$ cat config.mk
export PLATFORM = sky130hd
export DESIGN_NAME = uart_tx_cfg
export DESIGN_NICKNAME = d
export VERILOG_FILES = /design/src/rtl/uart_pkg.sv /design/src/rtl/sync_fifo.sv /design/src/rtl/uart_tx_cfg.sv
export SDC_FILE = /design/constraint.sdc
export NUM_CORES = 1
export LEC_CHECK = 0
export ABC_AREA = 0
export CORE_MARGIN = 2
export CORE_UTILIZATION = 35
export CTS_BUF_LIST = sky130_fd_sc_hd__clkbuf_8
export DETAILED_ROUTE_END_ITERATION = 7
export HOLD_SLACK_MARGIN = 0.15
export PLACE_DENSITY_LB_ADDON = 0.08
export SYNTH_ARGS = -nofsm -noshare
export SYNTH_HDL_FRONTEND = slang
export SYNTH_SLANG_ARGS = --single-unit
$ cat constraint.sdc
create_clock -name clk -period 6.7 [get_ports clk]
set_clock_uncertainty 0.2 [all_clocks]
set_input_delay 1.005 -clock clk [delete_from_list [all_inputs] [get_ports clk]]
set_output_delay 1.005 -clock clk [all_outputs]
set_load 0.005 [all_outputs]
$ cat src/rtl/uart_pkg.sv
// Shared UART definitions: parity encodings, transmitter FSM states, divisor helper.
package uart_pkg;

    localparam int PAR_NONE = 0;
    localparam int PAR_ODD  = 1;
    localparam int PAR_EVEN = 2;

    typedef enum logic [2:0] {
        IDLE,
        START,
        DATA,
        PAR,
        STOP
    } uart_state_t;

    // Clocks per bit, rounded to nearest.
    function automatic int uart_div(input longint clk_freq, input longint baud);
        return int'((clk_freq + baud / 2) / baud);
    endfunction

endpackage

$ cat src/rtl/sync_fifo.sv
// Synchronous FIFO, show-ahead read; push visible in level/empty one edge later.
// Backpressure: push ignored when full, pop ignored when empty; full/empty are registered.
module sync_fifo #(
    parameter int WIDTH = 8,
    parameter int DEPTH = 4
) (
    input  logic                   clk,
    input  logic                   rst,
    input  logic                   push,
    input  logic                   pop,
    input  logic [WIDTH-1:0]       wr_data,
    output logic [WIDTH-1:0]       rd_data,
    output logic                   full,
    output logic                   empty,
    output logic [$clog2(DEPTH):0] level
);

    localparam int AW = $clog2(DEPTH);

    if (DEPTH < 2 || (1 << AW) != DEPTH) begin : g_depth_chk
        $error("sync_fifo: DEPTH must be a power of two and at least 2");
    end

    logic [WIDTH-1:0] mem [DEPTH];
    logic [AW-1:0]    wr_ptr;
    logic [AW-1:0]    rd_ptr;
    logic             do_push;
    logic             do_pop;
    logic [AW:0]      level_nxt;

    assign do_push   = push && !full;
    assign do_pop    = pop && !empty;
    assign level_nxt = level + (AW+1)'(do_push) - (AW+1)'(do_pop);
    assign rd_data   = mem[rd_ptr];

    always_ff @(posedge clk) begin
        if (do_push) begin
            mem[wr_ptr] <= wr_data;
        end
    end

    // Pointers wrap naturally because DEPTH is a power of two.
    always_ff @(posedge clk) begin
        if (rst) begin
            wr_ptr <= '0;
            rd_ptr <= '0;
            level  <= '0;
            full   <= 1'b0;
            empty  <= 1'b1;
        end else begin
            if (do_push) begin
                wr_ptr <= wr_ptr + AW'(1);
            end
            if (do_pop) begin
                rd_ptr <= rd_ptr + AW'(1);
            end
            level <= level_nxt;
            full  <= (level_nxt == (AW+1)'(DEPTH));
            empty <= (level_nxt == '0);
        end
    end

endmodule

$ cat src/rtl/uart_tx_cfg.sv
// Configurable UART transmitter with input FIFO; first start bit one edge after the pushing edge.
// Backpressure: ready drops when the FIFO is full; queued words go out back-to-back.
module uart_tx_cfg
    import uart_pkg::*;
#(
    parameter int CLK_FREQ   = 100_000_000,
    parameter int BAUD_RATE  = 1_152_000,
    parameter int DATA_BITS  = 8,
    parameter int PARITY     = 0,
    parameter int STOP_BITS  = 1,
    parameter int FIFO_DEPTH = 4,
    parameter int TEST_DIV   = 4
) (
    input  logic                        clk,
    input  logic                        rst,
    input  logic [DATA_BITS-1:0]        data_i,
    input  logic                        valid_i,
    output logic                        ready_o,
    input  logic                        test_mode_i,
    output logic                        busy_o,
    output logic [$clog2(FIFO_DEPTH):0] level_o,
    output logic                        tx_o
);

    localparam int BAUD_DIV = uart_div(CLK_FREQ, BAUD_RATE);
    localparam int MAX_DIV  = (BAUD_DIV > TEST_DIV) ? BAUD_DIV : TEST_DIV;
    localparam int CW       = $clog2(MAX_DIV + 1);
    localparam bit HAS_PAR  = (PARITY != PAR_NONE);

    if (BAUD_DIV < 2) begin : g_div_chk
        $error("uart_tx_cfg: baud divisor below 2");
    end
    if (DATA_BITS < 5 || DATA_BITS > 9) begin : g_bits_chk
        $error("uart_tx_cfg: DATA_BITS must be 5..9");
    end
    if (PARITY < PAR_NONE || PARITY > PAR_EVEN) begin : g_par_chk
        $error("uart_tx_cfg: PARITY must be 0, 1 or 2");
    end
    if (STOP_BITS < 1 || STOP_BITS > 2) begin : g_stop_chk
        $error("uart_tx_cfg: STOP_BITS must be 1 or 2");
    end
    if (TEST_DIV < 2) begin : g_tdiv_chk
        $error("uart_tx_cfg: TEST_DIV must be at least 2");
    end

    uart_state_t          state;
    logic [CW-1:0]        cnt;
    logic [CW-1:0]        div_q;
    logic [CW-1:0]        new_div;
    logic [DATA_BITS-1:0] sh;
    logic [DATA_BITS-1:0] fifo_dat;
    logic [3:0]           bit_cnt;
    logic                 stop_cnt;
    logic                 par_q;
    logic                 par_bit;
    logic                 fifo_full;
    logic                 fifo_empty;
    logic                 push;
    logic                 bit_done;
    logic                 last_bit;
    logic                 last_stop;
    logic                 frame_start;
    logic                 to_idle;

    sync_fifo #(
        .WIDTH (DATA_BITS),
        .DEPTH (FIFO_DEPTH)
    ) u_fifo (
        .clk     (clk),
        .rst     (rst),
        .push    (push),
        .pop     (frame_start),
        .wr_data (data_i),
        .rd_data (fifo_dat),
        .full    (fifo_full),
        .empty   (fifo_empty),
        .level   (level_o)
    );

    assign ready_o = !fifo_full;
    assign push    = valid_i && ready_o;

    assign bit_done  = (cnt == '0);
    assign last_bit  = (bit_cnt == 4'(DATA_BITS - 1));
    assign last_stop = (state == STOP) && bit_done && (stop_cnt == 1'(STOP_BITS - 1));

    // A frame starts from IDLE or straight out of the final stop clock, so queued words have no gap.
    assign frame_start = !fifo_empty && ((state == IDLE) || last_stop);
    assign to_idle     = fifo_empty && ((state == IDLE) || last_stop);

    assign new_div = test_mode_i ? CW'(TEST_DIV) : CW'(BAUD_DIV);
    assign par_bit = (PARITY == PAR_ODD) ? ~^fifo_dat : ^fifo_dat;

    always_ff @(posedge clk) begin
        if (rst) begin
            state    <= IDLE;
            tx_o     <= 1'b1;
            busy_o   <= 1'b0;
            cnt      <= '0;
            div_q    <= CW'(BAUD_DIV);
            sh       <= '0;
            bit_cnt  <= '0;
            stop_cnt <= 1'b0;
            par_q    <= 1'b0;
        end else begin
            // When heading to IDLE the FIFO is empty, so only a same-edge push keeps busy up.
            busy_o <= !to_idle || push;

            if (state != IDLE) begin
                cnt <= bit_done ? div_q - CW'(1) : cnt - CW'(1);
            end

            case (state)
                IDLE: begin
                    tx_o <= 1'b1;
                end
                START: begin
                    if (bit_done) begin
                        state   <= DATA;
                        tx_o    <= sh[0];
                        sh      <= sh >> 1;
                        bit_cnt <= '0;
                    end
                end
                DATA: begin
                    if (bit_done) begin
                        if (!last_bit) begin
                            tx_o    <= sh[0];
                            sh      <= sh >> 1;
                            bit_cnt <= bit_cnt + 4'd1;
                        end else if (HAS_PAR) begin
                            state <= PAR;
                            tx_o  <= par_q;
                        end else begin
                            state    <= STOP;
                            tx_o     <= 1'b1;
                            stop_cnt <= 1'b0;
                        end
                    end
                end
                PAR: begin
                    if (bit_done) begin
                        state    <= STOP;
                        tx_o     <= 1'b1;
                        stop_cnt <= 1'b0;
                    end
                end
                STOP: begin
                    if (bit_done) begin
                        if (last_stop) begin
                            state <= IDLE;
                        end else begin
                            stop_cnt <= 1'b1;
                        end
                    end
                end
                default: begin
                    state <= IDLE;
                    tx_o  <= 1'b1;
                end
            endcase

            // test_mode_i only takes effect here, at the start of a frame.
            if (frame_start) begin
                state <= START;
                tx_o  <= 1'b0;
                sh    <= fifo_dat;
                par_q <= par_bit;
                div_q <= new_div;
                cnt   <= new_div - CW'(1);
            end
        end
    end

endmodule

After elaboration in Yosys (flattened, before gate mapping)
Memories as Yosys holds them, arrays and structs flattened. A register that Yosys moved wholly into a read port is not among the register bits. Cells that the tools add are included.

Equal/unequal tests: 23. Reduce and logical (&&, ||, !) cells: 27. Add/sub/neg operators: 8. Bitwise operators: 2. Multiplexer cells: 37.

Operators by type and width (count): 8-bit 2-to-1 mux (4); 7-bit 2-to-1 mux (4); 3-bit by 2-bit != test with 1-bit output, second input constant (7); 7-bit by 1-bit subtractor with 7-bit output, second input constant (3); 3-bit 2-to-1 mux (6); 2-bit != test, second input constant (8); 8-bit one-hot mux with 2 select lines (1); 3-bit one-hot mux with 5 select lines (1); 7-bit AND reduction (2); 1-bit 2-to-1 mux (13); 4-bit 2-to-1 mux (3); 4-bit AND reduction (3); 3-bit nonzero test (3); 4-bit one-hot mux with 2 select lines (1); 1-bit logical AND (7); 7-bit zero test (1); 3-bit by 2-bit == test with 1-bit output, second input constant (2); 3-bit == test, second input constant (2); 3-bit zero test (2); 6-bit AND reduction (1); 2-bit by 1-bit adder with 2-bit output, second input constant (2); 4-bit by 1-bit adder with 4-bit output, second input constant (1); 4-bit by 3-bit == test with 1-bit output, second input constant (1); 2-bit 2-to-1 mux (2); other kinds (11) (17).

Output and inout bits: 6. Flip-flop bits (word level): 41. Word-level logic and storage cells: 112. Input bits: 12. Memories kept: 1. Bits in writable memories: 32.

Memories: u_fifo.mem (words 4, width 8, read ports 1, clocked after Yosys merged registers in 1, write ports 1, RTL line sync_fifo.sv:24) `logic [WIDTH-1:0] mem [DEPTH];`.

Depth between registers and ports, before layout
Gate-level depths: netlist (run 1).

Depth in word-level cells: 8. Gate-level depth with buffers: 13. Gate-level depth less buffers: 11.

Modules after synthesis
Synthesis (run 1) repeated with hierarchy kept, for this count alone.

Cells, all modules: 257. Area total of the unflattened synthesis: 3081.7 µm².

Modules (own cells, without submodules): sync_fifo (area each 1655.3 µm², seq. area each 1181.1 µm², cells each 91, instances 1); uart_tx_cfg (area each 1426.4 µm², seq. area each 520.5 µm², cells each 166, instances 1).

Worst setup path before layout (run 1)
Ideal clock, no wire load.

Path kind: register to register. From: register cnt[6]. To: register u_fifo.full. Setup slack: 3.728 ns. Path buffers: 2. Library setup time: 0.078 ns. Clock period less this slack: 2.972 ns. Required time: 6.422 ns. Data arrival time: 2.694 ns. Cell stages (with the launch flop): 14. Cell sequence: dfxtp_1 or4_4 o31a_1 nand2b_1 buf_6 clkinv_2 buf_6 ha_1 inv_1 ha_1 fa_1 xnor2_1 nand2_1 nor3_1.

Word-level cells in the longest chain between the ends: 8.

Ends and longest elaborated chain: start, declared (RTL line uart_tx_cfg.sv:47) `logic [CW-1:0] cnt;`; start signal, assigned (RTL line uart_tx_cfg.sv:110) `cnt <= bit_done ? div_q - CW'(1) : cnt - CW'(1);`; start signal, assigned (RTL line uart_tx_cfg.sv:170) `cnt <= new_div - CW'(1);`; 7-bit zero test (RTL line uart_tx_cfg.sv:83) `assign bit_done = (cnt == '0);`; 1-bit logical AND (2 in series) (RTL line uart_tx_cfg.sv:85) `assign last_stop = (state == STOP) && bit_done && (stop_cnt == 1'(STOP_BITS - 1));`; 1-bit logical OR (RTL line uart_tx_cfg.sv:88) `assign frame_start = !fifo_empty && ((state == IDLE) || last_stop);`; 1-bit logical AND (RTL line uart_tx_cfg.sv:88); named net frame_start (RTL line uart_tx_cfg.sv:62) `logic frame_start;`; 1-bit logical AND (RTL line sync_fifo.sv:32) `assign do_pop = pop && !empty;`; 3-bit by 1-bit subtractor with 3-bit output (RTL line sync_fifo.sv:33) `assign level_nxt = level + (AW+1)'(do_push) - (AW+1)'(do_pop);`; 3-bit == test (RTL line sync_fifo.sv:58) `full <= (level_nxt == (AW+1)'(DEPTH));`; end signal, assigned (RTL line sync_fifo.sv:58); end, declared (RTL line sync_fifo.sv:13) `output logic full,`.

The timed path passes the listed nets, and every way through them passes these cells. A chain may end at the register's enable or synchronous reset.

Worst setup path after layout (run 1)
From: register cnt[6]. To: register u_fifo.full.

Word-level cells in the longest chain between the ends: 8.

Ends and longest elaborated chain (RTL line): 7-bit zero test (uart_tx_cfg.sv:83); 1-bit logical AND (2 in series) (uart_tx_cfg.sv:85); 1-bit logical OR (uart_tx_cfg.sv:88); 1-bit logical AND (uart_tx_cfg.sv:88); 1-bit logical AND (sync_fifo.sv:32); 3-bit by 1-bit subtractor with 3-bit output (sync_fifo.sv:33); 3-bit == test (sync_fifo.sv:58).

No other way between the ends.

==> results_dict.tcl, run 1 <==
set metrics [dict create \
    min_from "sh[3]$_SDFFE_PP0P_" \
    rsz0062_at_grt "false" \
    reg2reg_depth 11 \
    start_util_pct 36.2 \
    cts_tree "done" \
    gp_congestion 0.826 \
    area_delta_synth_final_pct 15.0 \
    ys_warn_count 0 \
    drc 0 \
    coreArea_um2 8260 \
    crit_path_max_incr_delay_ns 0.57 \
    cts_buffer_depth 2 \
    nNetsFinal 295 \
    criticalPathCategory "reg2reg" \
    die_x_um 96.4 \
    netlist_instances 257 \
    cts_hold_buf 0 \
    final_core_util_pct 41.6 \
    ys_types 45 \
    ir_drop_mv 0.144 \
    cp-start-kind "register" \
    r2r_slack_ns 3.19 \
    vias 1971 \
    path_delay_family "simple AND/OR/NAND/NOR gates" \
    crit_arrival_ns 3.56 \
    outcome "completed" \
    synth-seq-cells 69 \
    r2r-start "cnt[6]$_SDFFE_PP0P_" \
    rows 33 \
    finalSetupTns_ns 0 \
    finalHoldViolations 0 \
    syn_nets 278 \
    io_pins 18 \
    h-tree-depth 3 \
    clock_sinks 69 \
    drv_slew 0 \
    p_total_mw 1.46 \
    place_area_um2 3240 \
    finalCritPeriodShare_pct 52.4 \
    end_kind "register" \
    tightest_slew_ns 0.746 \
    r2r_end "u_fifo.full$_SDFF_PP0_" \
    synth-edff-count 32 \
    cts_made_buffers 9 \
    synth.yosys.seq_area_share_pct 57.0 \
    diodes 0 \
    cp_slowest_cell "or4_4" \
    fin_area_um2 3430 \
    chipHeight_um 96.4 \
    fin_hold_ws_ns 0.268 \
    power_density_nw_per_um2 426 \
    crit_chain "or4_4, o31a_1, nand2b_1, clkinv_2, ha_1, inv_1, ha_1, fa_1, xnor2_1, nand2_1, nor3_1" \
    syn_area_um2 2990 \
    clockRootBuffer "clkbuf_8" \
    antenna_left 0 \
    critical_path.max_fanout 16 \
    wire_per_inst_um 15.2 \
    cts.repair.resized 0 \
    grt_pass1_vias 1977 \
    finalNonFillerCells 384 \
    slew_headroom_pct 49.9 \
    die_area_um2 9280 \
    crit_start "cnt[6]$_SDFFE_PP0P_" \
    clock.fmax_mhz 285 \
    insertion_delay_ns 0.34 \
    crit_top_cell "ha_1" \
    yosysMostFrequentCell "dfxtp_1" \
    dp.cells 368 \
    synthTopCellsByArea "edfxtp_1, dfxtp_1, mux4_2" \
    drt-initial-drc-count 58 \
    p_leak_nw 1.22 \
    synth_top_cells_by_count "dfxtp_1, edfxtp_1, nor2_1" \
    totalWireLength_um 5840 \
    setup-violations-final 0 \
    hold_class "reg2reg" \
    min_period_ns 3.51 \
    synth_top_area_share_pct 32.2 \
    via_per_inst 5.13 \
    dpl_worst_slack_ns 3.20 \
    grt_remaining_overflow 0 \
    dpl.hpwl_um 3900 \
    fin_ws_ns 3.19 \
    synth_area_leader_cell "edfxtp_1" \
    final.fill_count 794 \
    grt_pass1_wl_um 9980 \
    cp_num_buf_inv 2 \
    worst-path-stages 11 \
    port_buffers 17 \
    grt_util_all_layers_pct 14.5 \
    clkTransAtPathRegs_ns 0.08 \
    max-cap-violations 0 \
    antenna_found_initial 0 \
    drive_gt1_share_pct 11.1 \
    endpoint "u_fifo.full$_SDFF_PP0_" \
    synthArstFlopShare_pct 0 \
    syn_avg_cell_area_um2 11.6 \
    crit_required_ns 6.76 \
    cts_setup_buffers 0 \
    ys.flop_type "dfxtp_1" \
    dr.pass1.iters 5 \
    grt_max_degree 32 \
]
## cells in the final DEF (no fill, tap or decap), types with 2 or more instances in the layout
cell              n
nand3b_1          4
o211ai_1          3
a21o_1            3
xnor2_1           4
clkdlybuf4s50_1  17
dfxtp_1          37
a22o_1            4
a311oi_1          2
or3_1             3
nor2_1           24
clkinvlp_4        2
and2_1            4
ha_1              8
nand4b_1          4
inv_1            11
nand3_1           4
buf_4             2
edfxtp_1         32
nand2b_1          2
nor2b_1           6
nor3_1           10
nand2_1          17
a21oi_1          17
a211oi_2          3
xor2_1            4
clkbuf_8          9
nor3b_1           3
a211oi_1          4
nor4_1            2
o21ai_0           8
mux4_2            8
inv_6             2
## flip-flops by register name, summed over array words and instances, names as in the netlist, named ones only
register       count
bit_cnt            4
u_fifo.wr_ptr      2
stop_cnt           1
u_fifo.rd_ptr      2
busy_o             1
cnt                7
u_fifo.mem        32
state              3
div_q              1
tx_o               1
u_fifo.empty       1
u_fifo.full        1
sh                 8
u_fifo.level       3
## cell type report
cell class	count	area (um^2)	area share (%)
Clock buffer	9	124	3.61
Multi-Input combinational cell	164	1170	34.2
Sequential cell	69	1700	49.5
Timing Repair Buffer	19	185	5.39
Tap cell	105	131	3.83
Inverter	11	42.5	1.24
Clock inverter	7	75.1	2.19
## report_power, final
group          internal, mW  total, mW  leakage [nW]  switching (mW)
sequential            0.527      0.605         0.598          0.0786
combinational         0.238      0.517         0.522           0.280
clock                 0.174      0.339        0.0976           0.165
total                 0.938       1.46          1.22           0.523
## per-layer routing
| layer | up-vias | track usage, % | part of all wire, % |
|---|---|---|---|
| met3 | 5 | 4.93 | 3.1 |
| met1 | 963 | 18.5 | 49 |
| met4 | 0 | 4.58 | 1.0 |
| met5 | - | 0 | 0 |
| met2 | 31 | 23.3 | 46 |
| li1 | 972 | - | - |
## worst min path at each step
stage / to / cells past startpoint
after CTS: sh[3]$_SDFFE_PP0P_ / 2
after floorplan: sh[3]$_SDFFE_PP0P_ / 2
after detailed placement: sh[3]$_SDFFE_PP0P_ / 2
after global routing: bit_cnt[1]$_SDFFE_PP0P_ / 2
after global placement: sh[3]$_SDFFE_PP0P_ / 2
final: sh[3]$_SDFFE_PP0P_ / 2
## worst register-to-register path, delay by kind of cell, from the launching register on
| kind | cells | cell delay [ns] |
|---|---|---|
| and+or+nand+nor | 4 | 1.27 |
| xor gates and xnor gates | 1 | 0.20 |
| AOI/OAI and AO/OA | 1 | 0.33 |
| buffers and inverters | 2 | 0.35 |
| DFF | 1 | 0.37 |
| adders and majority gates | 3 | 0.71 |
## logic make-up (layout without fill, tap and decap cells)
kind of cell | count (synthesis) | count (layout) | synth area share, %
compound gates | 50 | 50 | 11.3
xor+xnor | 8 | 8 | 2.35
fa+ha+maj | 9 | 9 | 4.02
buf+inv | 24 | 46 | 3.65
flops | 69 | 69 | 57.0
mux | 9 | 9 | 6.37
simple gates | 88 | 88 | 15.3
No activity file was read; power rests on OpenSTA's default activity.
==> run 2: changes to the inputs <==
Clock period 6.7 ns to 3.35 ns, I/O delays scaled along.
==> run 2 against run 1 <==
Against the previous run: register-to-register slack worse by 2.8 ns; clock-buffer cell count stayed put; largest cell class unchanged; critical endpoint unchanged; flip-flop and latch count stayed put; sequential power is 98% higher; fmax is 19% higher; total power is 96% higher; global-route usage is 0.060 points lower; routed wire length is 0.26% lower.
==> results_dict.tcl, run 2 (synthesized netlist as in run 1, its figures left out) <==
set metrics [dict create \
    outcome "completed" \
    grt_pass1_vias 1947 \
    area_delta_synth_final_pct 15.0 \
    totalWireLength_um 5820 \
    nNetsFinal 299 \
    chipHeight_um 96.4 \
    grt_util_all_layers_pct 14.4 \
    largest_registers "u_fifo.mem: 32 flops, sh: 8 flops, cnt: 7 flops" \
    final.fill_count 825 \
    seqCellArea_um2 1700 \
    rows 33 \
    die_area_um2 9280 \
    min_period_ns 2.95 \
    dp.cells 372 \
    dr.pass1.iters 4 \
    final_common_cell "dfxtp_1" \
    clkTransAtPathRegs_ns 0.07 \
    insertion_delay_ns 0.34 \
    finalNonFillerCells 388 \
    diodes 0 \
    crit_path_max_incr_delay_ns 0.56 \
    clockRootBuffer "clkbuf_8" \
    grt_remaining_overflow 0 \
    cp_slowest_cell "or4_4" \
    cts_buffer_depth 2 \
    via_per_inst 5.05 \
    largest-register "u_fifo.mem" \
    grt_max_degree 23 \
    cts_setup_buffers 0 \
    end_kind "register" \
    max-cap-violations 0 \
    die_x_um 96.4 \
    ir_drop_mv 0.303 \
    p_leak_nw 1.22 \
    h-tree-depth 3 \
    drive_gt1_share_pct 12.0 \
    largest_reg_flops 32 \
    hold_class "reg2reg" \
    cp-start-kind "register" \
    rsz0062_at_grt "false" \
    crit_required_ns 3.41 \
    coreArea_um2 8260 \
    criticalPathCategory "reg2reg" \
    power_density_nw_per_um2 833 \
    cts_hold_buf 0 \
    crit_chain "or4_4, o31a_1, nand2b_1, clkinv_2, ha_1, inv_1, ha_1, fa_1, xnor2_1, nand2_1, nor3_1" \
    final_cell_mix "dfxtp_1, edfxtp_1, nor2_1" \
    cts.repair.resized 0 \
    gp_congestion 0.755 \
    start_util_pct 36.2 \
    io_pins 18 \
    fin_area_um2 3430 \
    finalHoldViolations 0 \
    drc 0 \
    finalCritPeriodShare_pct 88.2 \
    clock.fmax_mhz 339 \
    antenna_left 0 \
    multiInputGateArea_um2 1170 \
    dpl.hpwl_um 4030 \
    crit_arrival_ns 3.02 \
    cts_made_buffers 9 \
    drv_slew 0 \
    drt-initial-drc-count 63 \
    wire_per_inst_um 15.0 \
    critical_path.max_fanout 7 \
    antenna_found_initial 0 \
    tightest_slew_ns 0.773 \
    slew_headroom_pct 48.0 \
    crit_top_cell "ha_1" \
    grt_pass1_wl_um 9850 \
    port_buffers 17 \
    setup-violations-final 0 \
    clock_sinks 69 \
    finalSetupTns_ns 0 \
    vias 1959 \
    place_area_um2 3270 \
    cts_tree "done" \
]
[run 2: cell types whose count changed in the layout (fill, tap and decap cells not counted)]
cell,before,now
buf_4,2,6
bufinv_16,1,0
clkinv_1,0,1
clkinv_2,1,2
clkinv_4,1,0
clkinvlp_4,2,3
inv_6,2,1
[run 2: per-stage QoR]
stage / hold WS (ns) / util, % / worst slack, ns / power (mW)
2_1_floorplan: 0.237 / - / 0.378 / 2.02
3_3_place_gp: 0.261 / 39.5 / 0.466 / 2.31
3_5_place_dp: 0.261 / 39.5 / 0.396 / 2.30
4_1_cts: 0.271 / 41.6 / 0.371 / 2.90
5_1_grt: 0.289 / 41.6 / 0.224 / 3.10
6_report: 0.265 / 41.6 / 0.396 / 2.86
[run 2: worst max-delay path, delay by kind of cell, from the launching register on]
kind,cells,cell delay [ns]
buf+inv,2,0.11
compound gates,1,0.34
fa+ha+maj,3,0.67
simple gates,4,0.99
flops,1,0.37
xor+xnor,1,0.21
[run 2: worst paths after layout]
path / slack (ns) / to / from / cells past startpoint
worst max-delay path: 0.40 / u_fifo.full$_SDFF_PP0_ / cnt[6]$_SDFFE_PP0P_ / 11
worst min-delay path: 0.26 / sh[3]$_SDFFE_PP0P_ / sh[3]$_SDFFE_PP0P_ / 2
worst min register to register: 0.26 / sh[3]$_SDFFE_PP0P_ / sh[3]$_SDFFE_PP0P_ / 2
worst max register to register: 0.40 / u_fifo.full$_SDFF_PP0_ / cnt[6]$_SDFFE_PP0P_ / 11
[run 2: power breakdown]
group          switching (mW)  internal, mW
Sequential              0.150          1.05
Clock                   0.323         0.264
Combinational           0.570         0.497
Total                    1.04          1.81
[run 2: layout make-up]
cell class	instances	area share, %
clock buffers	9	3.61
well taps	105	3.83
multi-input cells	164	34.2
repair buffers	23	6.27
flip-flops and latches	69	49.6
inverters	11	1.24
clock inverters	7	1.28
[run 2: per-layer routing]
layer,vias to the layer above,GRT usage (%),wire (um)
met5,-,0,0
met4,0,3.87,68
met3,8,5.48,193
met2,22,23.0,2770
met1,946,18.4,2790
li1,983,-,-
